==> src/rtl/uart_tx_gen.sv <==
// rtl/uart_tx_gen.sv - parameterised UART transmitter with optional parity and 1/2 stop bits
module uart_tx_gen #(
    parameter int CLK_FREQ  = 50000000,
    parameter int BAUD_RATE = 9600,
    parameter int DATA_BITS = 8,
    parameter int PARITY    = 1,
    parameter int STOP_BITS = 1
) (
    input  logic                 clk,
    input  logic                 reset,
    input  logic [DATA_BITS-1:0] data,
    input  logic                 tx_start,
    output logic                 tx,
    output logic                 tx_busy,
    output logic                 tx_done
);

    localparam int CLKS_PER_BIT = CLK_FREQ / BAUD_RATE;
    localparam int CNT_W = (CLKS_PER_BIT > 2) ? $clog2(CLKS_PER_BIT) : 1;
    localparam int IDX_W = $clog2(DATA_BITS);
    localparam logic [CNT_W-1:0] CNT_LAST = CNT_W'(CLKS_PER_BIT - 1);
    localparam logic [CNT_W-1:0] CNT_PRE  = CNT_W'(CLKS_PER_BIT - 2);
    localparam logic [IDX_W-1:0] IDX_LAST = IDX_W'(DATA_BITS - 1);

    generate
        if (CLKS_PER_BIT < 2 || DATA_BITS < 5 || DATA_BITS > 9 ||
            PARITY < 0 || PARITY > 2 || (STOP_BITS != 1 && STOP_BITS != 2)) begin : g_bad_params
            $error("uart_tx_gen: illegal parameter combination");
        end
    endgenerate

    typedef enum logic [2:0] {
        ST_IDLE,
        ST_START,
        ST_DATA,
        ST_PARITY,
        ST_STOP
    } state_t;

    state_t               state;
    logic [CNT_W-1:0]     cnt;
    logic [IDX_W-1:0]     bit_idx;
    logic                 stop_idx;
    logic [DATA_BITS-1:0] shift_reg;
    logic                 parity_bit;
    logic                 stop_last;
    logic                 bit_end;

    assign stop_last = (STOP_BITS == 1) || stop_idx;
    assign bit_end   = (cnt == CNT_LAST);

    always_ff @(posedge clk) begin
        if (reset) begin
            state      <= ST_IDLE;
            tx         <= 1'b1;
            tx_busy    <= 1'b0;
            tx_done    <= 1'b0;
            cnt        <= '0;
            bit_idx    <= '0;
            stop_idx   <= 1'b0;
            shift_reg  <= '0;
            parity_bit <= 1'b0;
        end else begin
            tx_done <= 1'b0;
            case (state)
                ST_IDLE: begin
                    tx <= 1'b1;
                    if (tx_start) begin
                        shift_reg  <= data;
                        parity_bit <= (PARITY == 2) ? ~^data : ^data;
                        state      <= ST_START;
                        tx         <= 1'b0;
                        tx_busy    <= 1'b1;
                        cnt        <= '0;
                        bit_idx    <= '0;
                        stop_idx   <= 1'b0;
                    end
                end
                ST_START: begin
                    if (bit_end) begin
                        cnt       <= '0;
                        state     <= ST_DATA;
                        tx        <= shift_reg[0];
                        shift_reg <= shift_reg >> 1;
                    end else begin
                        cnt <= cnt + 1'b1;
                    end
                end
                ST_DATA: begin
                    if (bit_end) begin
                        cnt <= '0;
                        if (bit_idx == IDX_LAST) begin
                            if (PARITY != 0) begin
                                state <= ST_PARITY;
                                tx    <= parity_bit;
                            end else begin
                                state <= ST_STOP;
                                tx    <= 1'b1;
                            end
                        end else begin
                            bit_idx   <= bit_idx + 1'b1;
                            tx        <= shift_reg[0];
                            shift_reg <= shift_reg >> 1;
                        end
                    end else begin
                        cnt <= cnt + 1'b1;
                    end
                end
                ST_PARITY: begin
                    if (bit_end) begin
                        cnt   <= '0;
                        state <= ST_STOP;
                        tx    <= 1'b1;
                    end else begin
                        cnt <= cnt + 1'b1;
                    end
                end
                ST_STOP: begin
                    tx <= 1'b1;
                    // Registered one cycle early so the pulse lands on the final stop cycle
                    if (cnt == CNT_PRE && stop_last) begin
                        tx_done <= 1'b1;
                    end
                    if (bit_end) begin
                        cnt <= '0;
                        if (stop_last) begin
                            state   <= ST_IDLE;
                            tx_busy <= 1'b0;
                        end else begin
                            stop_idx <= 1'b1;
                        end
                    end else begin
                        cnt <= cnt + 1'b1;
                    end
                end
                default: begin
                    state   <= ST_IDLE;
                    tx      <= 1'b1;
                    tx_busy <= 1'b0;
                end
            endcase
        end
    end

endmodule

==> config.mk <==
export PLATFORM = sky130hd
export DESIGN_NAME = uart_tx_gen
export DESIGN_NICKNAME = d
export VERILOG_FILES = /design/src/rtl/uart_tx_gen.sv
export SDC_FILE = /design/constraint.sdc
export NUM_CORES = 1
export LEC_CHECK = 0
export CAP_MARGIN = 0
export CORE_ASPECT_RATIO = 0.6
export CORE_MARGIN = 2
export CORE_UTILIZATION = 50
export CTS_CLUSTER_DIAMETER = 30
export CTS_CLUSTER_SIZE = 40
export DETAILED_ROUTE_END_ITERATION = 16
export PLACE_DENSITY = 0.69
export SLEW_MARGIN = 20
export SYNTH_ARGS = -nofsm -noshare
export SYNTH_HDL_FRONTEND = slang
export SYNTH_SLANG_ARGS = --single-unit
==> constraint.sdc <==
create_clock -name clk -period 2.9 [get_ports clk]
set_clock_uncertainty 0.05 [all_clocks]
set_input_delay 0.435 -clock clk [delete_from_list [all_inputs] [get_ports clk]]
set_output_delay 0.435 -clock clk [all_outputs]
set_load 0.1 [all_outputs]
After elaboration in Yosys (flattened, before gate mapping)

Index checks and enable logic that the tools add are counted.

Register bits after elaboration: 31
Input bits: 11
Output and inout port bits: 3
Logic and storage cells: 70

Add/sub/neg operators: 2
Eq/ne operators: 14
Mux-type cells: 29
Bitwise logic cells: 2
Reductions and logical operators: 15

Operator list:

| kind                                           | number |
|---|---|
| 2-to-1 mux 8 bit                               | 4 |
| 2-to-1 mux 3 bit                               | 9 |
| == test 13 bit (second input constant)         | 2 |
| 2-to-1 mux 13 bit                              | 2 |
| one-hot mux 13 bit (2 select lines)            | 1 |
| one-hot mux 8 bit (3 select lines)             | 1 |
| one-hot mux 3 bit (5 select lines)             | 1 |
| != test 2 bit (second input constant)          | 7 |
| adder 13 x 1 -> 13 bit (second input constant) | 1 |
| 2-to-1 mux 1 bit                               | 8 |
| parity 8 bit                                   | 1 |
| == test 3 x 2 -> 1 bit (second input constant) | 2 |
| == test 3 bit (second input constant)          | 2 |
| one-hot mux 3 bit (2 select lines)             | 1 |
| AND reduction 3 bit                            | 2 |
| AND reduction 6 bit                            | 1 |
| AND reduction 5 bit                            | 1 |
| one-hot mux 1 bit (4 select lines)             | 1 |
| AND reduction 2 bit                            | 2 |
| AND reduction 4 bit                            | 1 |
| nonzero test 2 bit                             | 2 |
| OR reduction 4 bit                             | 1 |
| adder 3 x 1 -> 3 bit (second input constant)   | 1 |
| == test 3 x 1 -> 1 bit (second input constant) | 1 |
| other kinds (6)                                | 7 |

Logic depth before layout (Yosys ltp)

Gate-level depths: netlist of run 1.

Depth in word-level cells: 4
Depth in mapped cells: 7
Mapped depth without buffers: 6

Worst setup path before layout of run 1

OpenSTA, ideal clock, no wires.

Path type: flip-flop to flip-flop
From: register cnt[4]
To: register bit_idx[0]
Library setup time: 72 ps
Data arrival time: 2078 ps
Required time: 2778 ps
Path slack: 700 ps
Cell stages (with the launch flop): 7
Period minus slack after synthesis: 2200 ps
Cell sequence: dfxtp_1 -> buf_4 -> or3b_1 -> or4_4 -> buf_6 -> a2111oi_4 -> mux2i_1

Word-level cells in the longest chain between the ends: 3

Ends and longest elaborated chain:

| item                          | RTL line | RTL |
|---|---|---|
| start, declared               | 41       | `logic [CNT_W-1:0] cnt;` |
| start signal, assigned        | 86       | `cnt <= cnt + 1'b1;` |
| start signal, assigned        | 106      | `cnt <= cnt + 1'b1;` |
| start signal, assigned        | 115      | `cnt <= cnt + 1'b1;` |
| == test 13 bit                | 50       | `assign bit_end = (cnt == CNT_LAST);` |
| != test 2 bit (no line)       | n/a      |  |
| AND reduction 4 bit (no line) | n/a      |  |
| end signal, assigned          | 101      | `bit_idx <= bit_idx + 1'b1;` |
| end, declared                 | 42       | `logic [IDX_W-1:0] bit_idx;` |

Every way passes these cells.
A chain may end at the register's enable or synchronous reset.

Final worst setup path of run 1

From: register cnt[4]
To: register bit_idx[2]

Same word-level chain as after synthesis.

==> results of run 1 <==
-- through the flow --
stage,power (mW),instances,area [sq um],util
floorplan,0.576,216,1780,-
global placement,0.614,261,1910,0.571
detailed placement,0.621,261,1910,0.571
CTS,0.945,269,1990,0.596
global route,0.978,269,1990,0.596
finish,0.939,269,1990,0.596
-- cell usage after synthesis, drive strengths merged, types with 2 or more instances --
master / count
dfxtp: 31
nand2: 25
a31oi: 14
clkbuf: 13
a21oi: 12
inv: 11
mux2i: 11
nand3: 9
xnor2: 9
or3: 8
o211ai: 7
nor2: 5
nor3: 5
o21ai: 5
and3: 4
ha: 4
nand4: 4
nand3b: 3
o22ai: 3
or4: 3
a21o: 2
a311oi: 2
a32oi: 2
buf: 2
nand4b: 2
nor2b: 2
nor4: 2
or2: 2
or3b: 2
-- area by class of cell --
class | instances | area [sq um]
sequential | 31 | 621
fill | 295 | 1350
multi-input combinational | 159 | 1050
tap | 45 | 56.3
timing repair buffer | 15 | 138
inverter | 11 | 41.3
clock buffer | 7 | 76.3
clock inverter | 1 | 5.00
-- per-layer routing --
metal,vias to the layer above,share of wire,GRT usage
li1,807,-,-
met1,771,0.51,0.349
met2,54,0.41,0.322
met3,3,0.075,0.0594
met4,0,0.0073,0.0593
met5,-,0,0
-- power groups by stage --
stage	logic (mW)	clock network, mW	registers, mW
2_1_floorplan	0.0916	0	0.484
3_3_place_gp	0.145	0	0.469
6_report	0.152	0.326	0.462
5_1_grt	0.164	0.349	0.465
3_5_place_dp	0.150	0	0.471
4_1_cts	0.151	0.333	0.461
-- worst min-delay path, delay by kind of cell, from the launching register on --
kind,cells,cell delay [ps]
flip-flops,1,310
AND/OR/NAND/NOR,1,50
multiplexers,1,50
-- worst paths after layout --
path	start	depth (start not counted)	to
hold reg to reg	shift_reg[6]	2	shift_reg[6]
hold / removal	shift_reg[6]	2	shift_reg[6]
setup / recovery	cnt[4]	4	bit_idx[2]
setup reg to reg	cnt[4]	4	bit_idx[2]
-- logic make-up after synthesis --
group	count (synthesis)	share of synthesized area
AO/OA/AOI/OAI	53	0.203
XOR/XNOR	10	0.0491
adder cells (fa/ha/maj)	4	0.0281
buffers and inverters	26	0.0610
flip-flops	31	0.348
multiplexers	11	0.0617
AND/OR/NAND/NOR	81	0.250
==> results.toml, run 1 <==
[layout]
final_layout_size_suffix_gt1_frac = 0.0714
num_antenna_cells = 0
syn2layout_area_growth_pct = 11.6
final_common_cell = "dfxtp_1"
final_cell_mix = "31 x dfxtp_1, 25 x nand2_1, 14 x a31oi_1, 12 x a21oi_1"
largest_reg_flops = 13
final_nets = 238

[timing]
timing.final.crit_share = 0.836
fin_crit_ps = 2420
hold_viol_final = 0
setup-tns-final_ps = 0
drv_slew = 0
worstMarginPinSlew_ps = 740
timing.final.ws_setup_ps = 476
finalSetupViolCount = 0
rsz0062_at_grt = "false"
fmax_ghz = 0.412
hold_ws_ps = 409
slew_headroom = 0.503

[cts]
clock-sinks = 31
htree_levels = 2
root_buffer = "clkbuf_8"
clk_pin_slew_ps = 70
cts_resized = 0
postCtsSetupBuffers = 0
cts_hold_buf = 0
worstSkewPairLatency_ps = 280
cts.path.max_buffers = 2
cts_tree = "built"
cts_buffers = 5

[drt]
detail-route-antenna-nets = 0
drtIter0Drc = 107
drc = 0
avgViaCountPerCell = 6.08
routed_wl_um = 4260
via_count = 1635
first_pass_iters = 4
post_drt_wl_per_cell_um = 15.8

[yosys]
syn_area_sq_um = 1780
yosys.cell_types.count = 44
ys.flop_type = "dfxtp_1"
synth_area_leaders = "dfxtp_1 35%, mux2i_1 6.2%, nand2_1 5.3%"
synth_warnings = 0
synth.avg_cell_area_sq_um = 8.26
synth-edff-count = 0
synth.top_cell.area_share = 0.348
ys_seq_area_frac = 0.348
synth_area_leader_cell = "dfxtp_1"
synthesis.nets = 231
synthCells = 216
synth-seq-cells = 31
async_flop_share = 0

[placed_design]
globalplace.congestion = 0.867
portBuffers = 13
dp_hpwl_um = 3130
place_ws_ps = 472

[power_and_ir_drop]
pwr-share-clk = 0.347
power_frac_seq = 0.492
ir_worst_vdd_uv = 263
combPwrFrac = 0.162
power_switching_mw = 0.262
switching_share = 0.279
internal_power_mw = 0.677
power.density_nw_per_um2 = 471
total_leakage_power_nw = 0.714

[floorplan]
io_pins = 14
core_sq_um = 3340
num_rows = 16
dieArea_sq_um = 4080
initial_core_util = 0.534
die_w_um = 81.1
die_y_um = 50.3

[worst_setup_path]
critPathTopFamily = "simple AND/OR/NAND/NOR gates"
worst-path-buf-inv = 0
critical_path_class = "flop to flop"
cp.arrival_ps = 2590
crit_slowest_cell = "or4_4"
start_kind = "flop"
crit_chain = "or3b_1, or4_4, a2111oi_4, mux2i_1"
crit_required_ps = 3070
end_kind = "flop"
path_max_fanout = 25
r2r_setup_slack_ps = 480
critPathMaxStageDelay_ps = 700

[flow_run]
drv_cap = 0

[global_route]
grt_max_degree = 26
grt_pass1_vias = 1484
grt_pass1_wl_um = 7120
antenna_found_initial = 0
overflow = 0
grt_usage = 0.231

[hold_path]
min_path_type = "flop to flop"

[status]
status = "finished clean"
Power figures use the tool's default switching activity.
==> inputs of run 2 (changes only) <==
- PLACE_DENSITY: 0.69 -> 0.72
- clock period: 2.9 -> 2 ns (I/O delays scaled with it)
==> run 2 against run 1 <==
Largest cell class unchanged. Non-clock buffer count grew 31. Largest power group unchanged. Clock power grew 47%. The run now ends with setup timing left. Sequential power grew 44%. Flip-flop and latch count is the same. Cell count grew 12%. Hold slack lost 1.8 ps.
==> results.toml, run 2 (synthesis gave the netlist of run 1 again) <==
[layout]
final_common_cell = "buf_4"
largest_reg_flops = 13
regArea_sq_um = 623
nFillCells = 247
syn2layout_area_growth_pct = 26.9
final_util = 0.677
final_area_sq_um = 2260
final_cell_mix = "34 x buf_4, 29 x dfxtp_1, 24 x nand2_1, 13 x a31oi_1"
multi_input_area_sq_um = 1070
num_antenna_cells = 0
final_nets = 269
final_layout_size_suffix_gt1_frac = 0.216

[power_and_ir_drop]
ir_worst_vdd_uv = 388
power.density_nw_per_um2 = 617
switching_share = 0.283
pwr-share-clk = 0.342
total_leakage_power_nw = 0.884
power_frac_seq = 0.475
internal_power_mw = 1.00
combPwrFrac = 0.182
power_switching_mw = 0.396

[timing]
slew_headroom = 0.530
hold_viol_final = 0
fmax_ghz = 0.464
fin_crit_ps = 2160
setup-tns-final_ps = -954
timing.final.ws_setup_ps = -157
finalSetupViolCount = 18
rsz0062_at_grt = "true"
hold_ws_ps = 407
timing.final.crit_share = 1.08
drv_slew = 0
worstMarginPinSlew_ps = 699

[worst_setup_path]
reg2reg_from = "cnt[8]"
reg2reg_depth = 6
end_kind = "flop"
crit_required_ps = 2170
crit_end = "state[1]"
worstReg2RegEnd = "state[1]"
crit_start = "cnt[8]"
r2r_setup_slack_ps = -160
start_kind = "flop"
path_max_fanout = 4
critical_path_class = "flop to flop"
cp.arrival_ps = 2330

[placed_design]
globalplace.congestion = 0.873
portBuffers = 13
dp_hpwl_um = 3510
dpl-instance-area_sq_um = 2140

[global_route]
grt_pass1_vias = 1707
grt_max_degree = 21
grt_usage = 0.264
overflow = 0
antenna_found_initial = 0
grt_pass1_wl_um = 8090

[drt]
via_count = 1802
drc = 0
post_drt_wl_per_cell_um = 16.0
avgViaCountPerCell = 6.01
first_pass_iters = 5
detail-route-antenna-nets = 0
routed_wl_um = 4810
drtIter0Drc = 209

[floorplan]
dieArea_sq_um = 4080
die_y_um = 50.3
initial_core_util = 0.534
core_sq_um = 3340
io_pins = 14
num_rows = 16
die_w_um = 81.1

[hold_path]
hold_depth = 2
min_path_type = "flop to flop"

[cts]
cts_tree = "built"
root_buffer = "clkbuf_8"
cts_buffers = 5
clk_pin_slew_ps = 60
clock-sinks = 31
cts_hold_buf = 0
worstSkewPairLatency_ps = 290
htree_levels = 2
cts.path.max_buffers = 2

[status]
violations = "setup timing"
status = "finished, violations left"

[flow_run]
drv_cap = 0
[run 2: layout make-up]
type                            instances  area share
Clock inverter                          1     0.00221
Sequential cell                        31       0.275
Multi-Input combinational cell        159       0.475
Timing Repair Buffer                   46       0.171
Tap cell                               45      0.0249
Inverter                               11      0.0182
Clock buffer                            7      0.0337
[run 2: metrics by stage]
| stage | instances | total power [mW] | setup slack [ps] |
|---|---|---|---|
| final | 300 | 1.40 | -157 |
| after global routing | 300 | 1.46 | -193 |
| after CTS | 299 | 1.40 | -119 |
| after global placement | 289 | 0.912 | -111 |
| after floorplan | 216 | 0.838 | -136 |
| after detailed placement | 289 | 0.923 | -181 |
[run 2: how the worst min path moves through the flow]
stage / from / end / slack [ps]
2_1_floorplan: tx_start / parity_bit / 360
3_3_place_gp: shift_reg[2] / shift_reg[2] / 390
3_5_place_dp: shift_reg[5] / shift_reg[5] / 400
4_1_cts: shift_reg[5] / shift_reg[5] / 410
5_1_grt: shift_reg[3] / shift_reg[3] / 430
6_report: shift_reg[5] / shift_reg[5] / 410
[run 2: critical path: stages, from the launching register on]
cell and delay (ps):
dfxtp_2 320, or4b_4 540, or4_4 480, buf_4 170
buf_6 110, or3_1 300, a21oi_1 120
[run 2: metal layers]
metal | vias up | part of all wire | GRT usage
met5 | - | 0 | 0
met4 | 0 | 0.012 | 0.0904
met3 | 8 | 0.078 | 0.0629
met2 | 64 | 0.43 | 0.382
met1 | 859 | 0.48 | 0.384
li1 | 871 | - | -
[run 2: timing repair]
action,CTS,global route
endpoints found under the hold margin,0,0
pin swaps,0,1
cloned,0,0
resized for setup,4,4
endpoints found under the setup margin,24,24
setup buffers,2,1
[run 2: power groups by stage]
stage	clock (mW)	sequential, mW	combinational, mW
floorplan	0	0.702	0.136
global placement	0	0.676	0.236
detailed placement	0	0.677	0.245
CTS	0.487	0.664	0.251
global route	0.514	0.666	0.275
finish	0.479	0.664	0.254
==> inputs of run 3 (changes only) <==
- CORE_ASPECT_RATIO: 0.6 -> not set
- PLACE_DENSITY: 0.72 -> 0.69
- RECOVER_POWER: not set -> 100
- clock period: 2 -> 2.35 ns (I/O delays scaled with it)
==> run 3 against run 2 <==
The run now ends clean. Cell area down 12%. Critical endpoint is now bit_idx[0]. Largest cell class unchanged. Register-to-register slack improved by 260 ps. Clock-buffer cell count increased by 1. Clock power down 27%.
==> results.toml, run 3 (synthesis gave the netlist of run 1 again) <==
[power_and_ir_drop]
combPwrFrac = 0.168
power_frac_seq = 0.513
pwr-share-clk = 0.319
internal_power_mw = 0.801
finalPower_mw = 1.10
power_switching_mw = 0.302
switching_share = 0.274
power.density_nw_per_um2 = 552
total_leakage_power_nw = 0.716
ir_worst_vdd_uv = 274

[placed_design]
portBuffers = 13
dp_hpwl_um = 2880
place_ws_ps = 77.5
globalplace.congestion = 0.801

[worst_setup_path]
worst-path-buf-inv = 0
critical_path_class = "flop to flop"
cp.arrival_ps = 2450
crit_slowest_cell = "or4b_1"
end_kind = "flop"
start_kind = "flop"
crit_chain = "or4b_1, or4_4, a2111oi_4, mux2i_1"
critPathMaxStageDelay_ps = 580
path_max_fanout = 9
crit_required_ps = 2550
critPathTopFamily = "simple AND/OR/NAND/NOR gates"

[floorplan]
die_y_um = 63.7
num_rows = 21
initial_core_util = 0.526
io_pins = 14
die_w_um = 63.7
dieArea_sq_um = 4060
core_sq_um = 3390

[layout]
num_antenna_cells = 0
final_cell_mix = "31 x dfxtp_1, 25 x nand2_1, 14 x a31oi_1, 12 x a21oi_1"
final_common_cell = "dfxtp_1"
syn2layout_area_growth_pct = 12.1
final_layout_size_suffix_gt1_frac = 0.0742
nFillCells = 311
final_util = 0.590
largest_reg_flops = 13
final_nets = 243

[cts]
clk_pin_slew_ps = 90
cts.path.max_buffers = 2
postCtsSetupBuffers = 0
cts_hold_buf = 0
htree_levels = 2
root_buffer = "clkbuf_4"
cts_buffers = 5
cts_tree = "built"
clock-sinks = 31
worstSkewPairLatency_ps = 320

[drt]
detail-route-antenna-nets = 0
via_count = 1636
routed_wl_um = 3900
post_drt_wl_per_cell_um = 14.2
drtIter0Drc = 233
first_pass_iters = 4
avgViaCountPerCell = 5.95
drc = 0

[global_route]
overflow = 0
met3_usage = 0.0634
grt_usage = 0.219
grt_max_degree = 20
antenna_found_initial = 0
grt_pass1_vias = 1529
grt.busiest_layer = "met2"
grt_pass1_wl_um = 7110
met1_usage = 0.298
gr-usage-met2 = 0.334

[timing]
worstMarginPinSlew_ps = 1160
drv_slew = 0
fin_crit_ps = 2250
fmax_ghz = 0.444
setup-tns-final_ps = 0
finalSetupViolCount = 0
rsz0062_at_grt = "false"
hold_viol_final = 0
timing.final.ws_setup_ps = 98.7
slew_headroom = 0.231
timing.final.crit_share = 0.958

[flow_run]
drv_cap = 0

[hold_path]
min_path_type = "flop to flop"

[status]
status = "finished clean"
[run 3: cell count changes in the layout (fill, tap and decap cells not counted), sizes merged]
cell,delta
clkbuf,+6
clkinv,-1
buf,-31
[run 3: repair_timing]
item / in CTS / in global routing
gates resized for setup: 0 / 0
hold endpoints to repair: 0 / 0
setup endpoints to repair: 0 / 3
[run 3: routing by layer]
| layer | vias up | part of all wire |
|---|---|---|
| met5 | - | 0 |
| met2 | 46 | 0.46 |
| met3 | 6 | 0.058 |
| met1 | 764 | 0.47 |
| met4 | 0 | 0.011 |
| li1 | 820 | - |
[run 3: cell type report]
class	instances	area (sq um)	share of cell area
clock buffer	8	68.8	0.0344
tap	46	57.6	0.0288
multi-input combinational	159	1050	0.528
inverter	11	41.3	0.0207
timing repair buffer	20	156	0.0782
sequential	31	621	0.310
[run 3: worst paths after layout]
kind                startpoint            to  slack [ps]  cells past startpoint
hold reg to reg   shift_reg[2]  shift_reg[2]         410                      2
setup / recovery        cnt[8]    bit_idx[0]         100                      4
setup reg to reg        cnt[8]    bit_idx[0]         100                      4
hold / removal    shift_reg[2]  shift_reg[2]         410                      2
[run 3: worst min-delay path: cells and delay by family (launching register included)]
kind | cells | cell delay (ps)
muxes | 1 | 60
DFF | 1 | 310
and+or+nand+nor | 1 | 50
[run 3: power by group through the flow]
stage | Combinational [mW] | Clock, mW | Sequential (mW)
6_report | 0.185 | 0.352 | 0.566
4_1_cts | 0.189 | 0.366 | 0.566
5_1_grt | 0.204 | 0.397 | 0.570
3_3_place_gp | 0.183 | 0 | 0.577
2_1_floorplan | 0.113 | 0 | 0.597
3_5_place_dp | 0.189 | 0 | 0.578
[run 3: stage by stage]
stage | hold WS, ps | cells | cell area [sq um]
detailed placement | 396 | 267 | 1950
finish | 412 | 275 | 2000
CTS | 413 | 275 | 2020
global placement | 393 | 267 | 1950
global route | 426 | 275 | 2000
floorplan | 380 | 216 | 1780
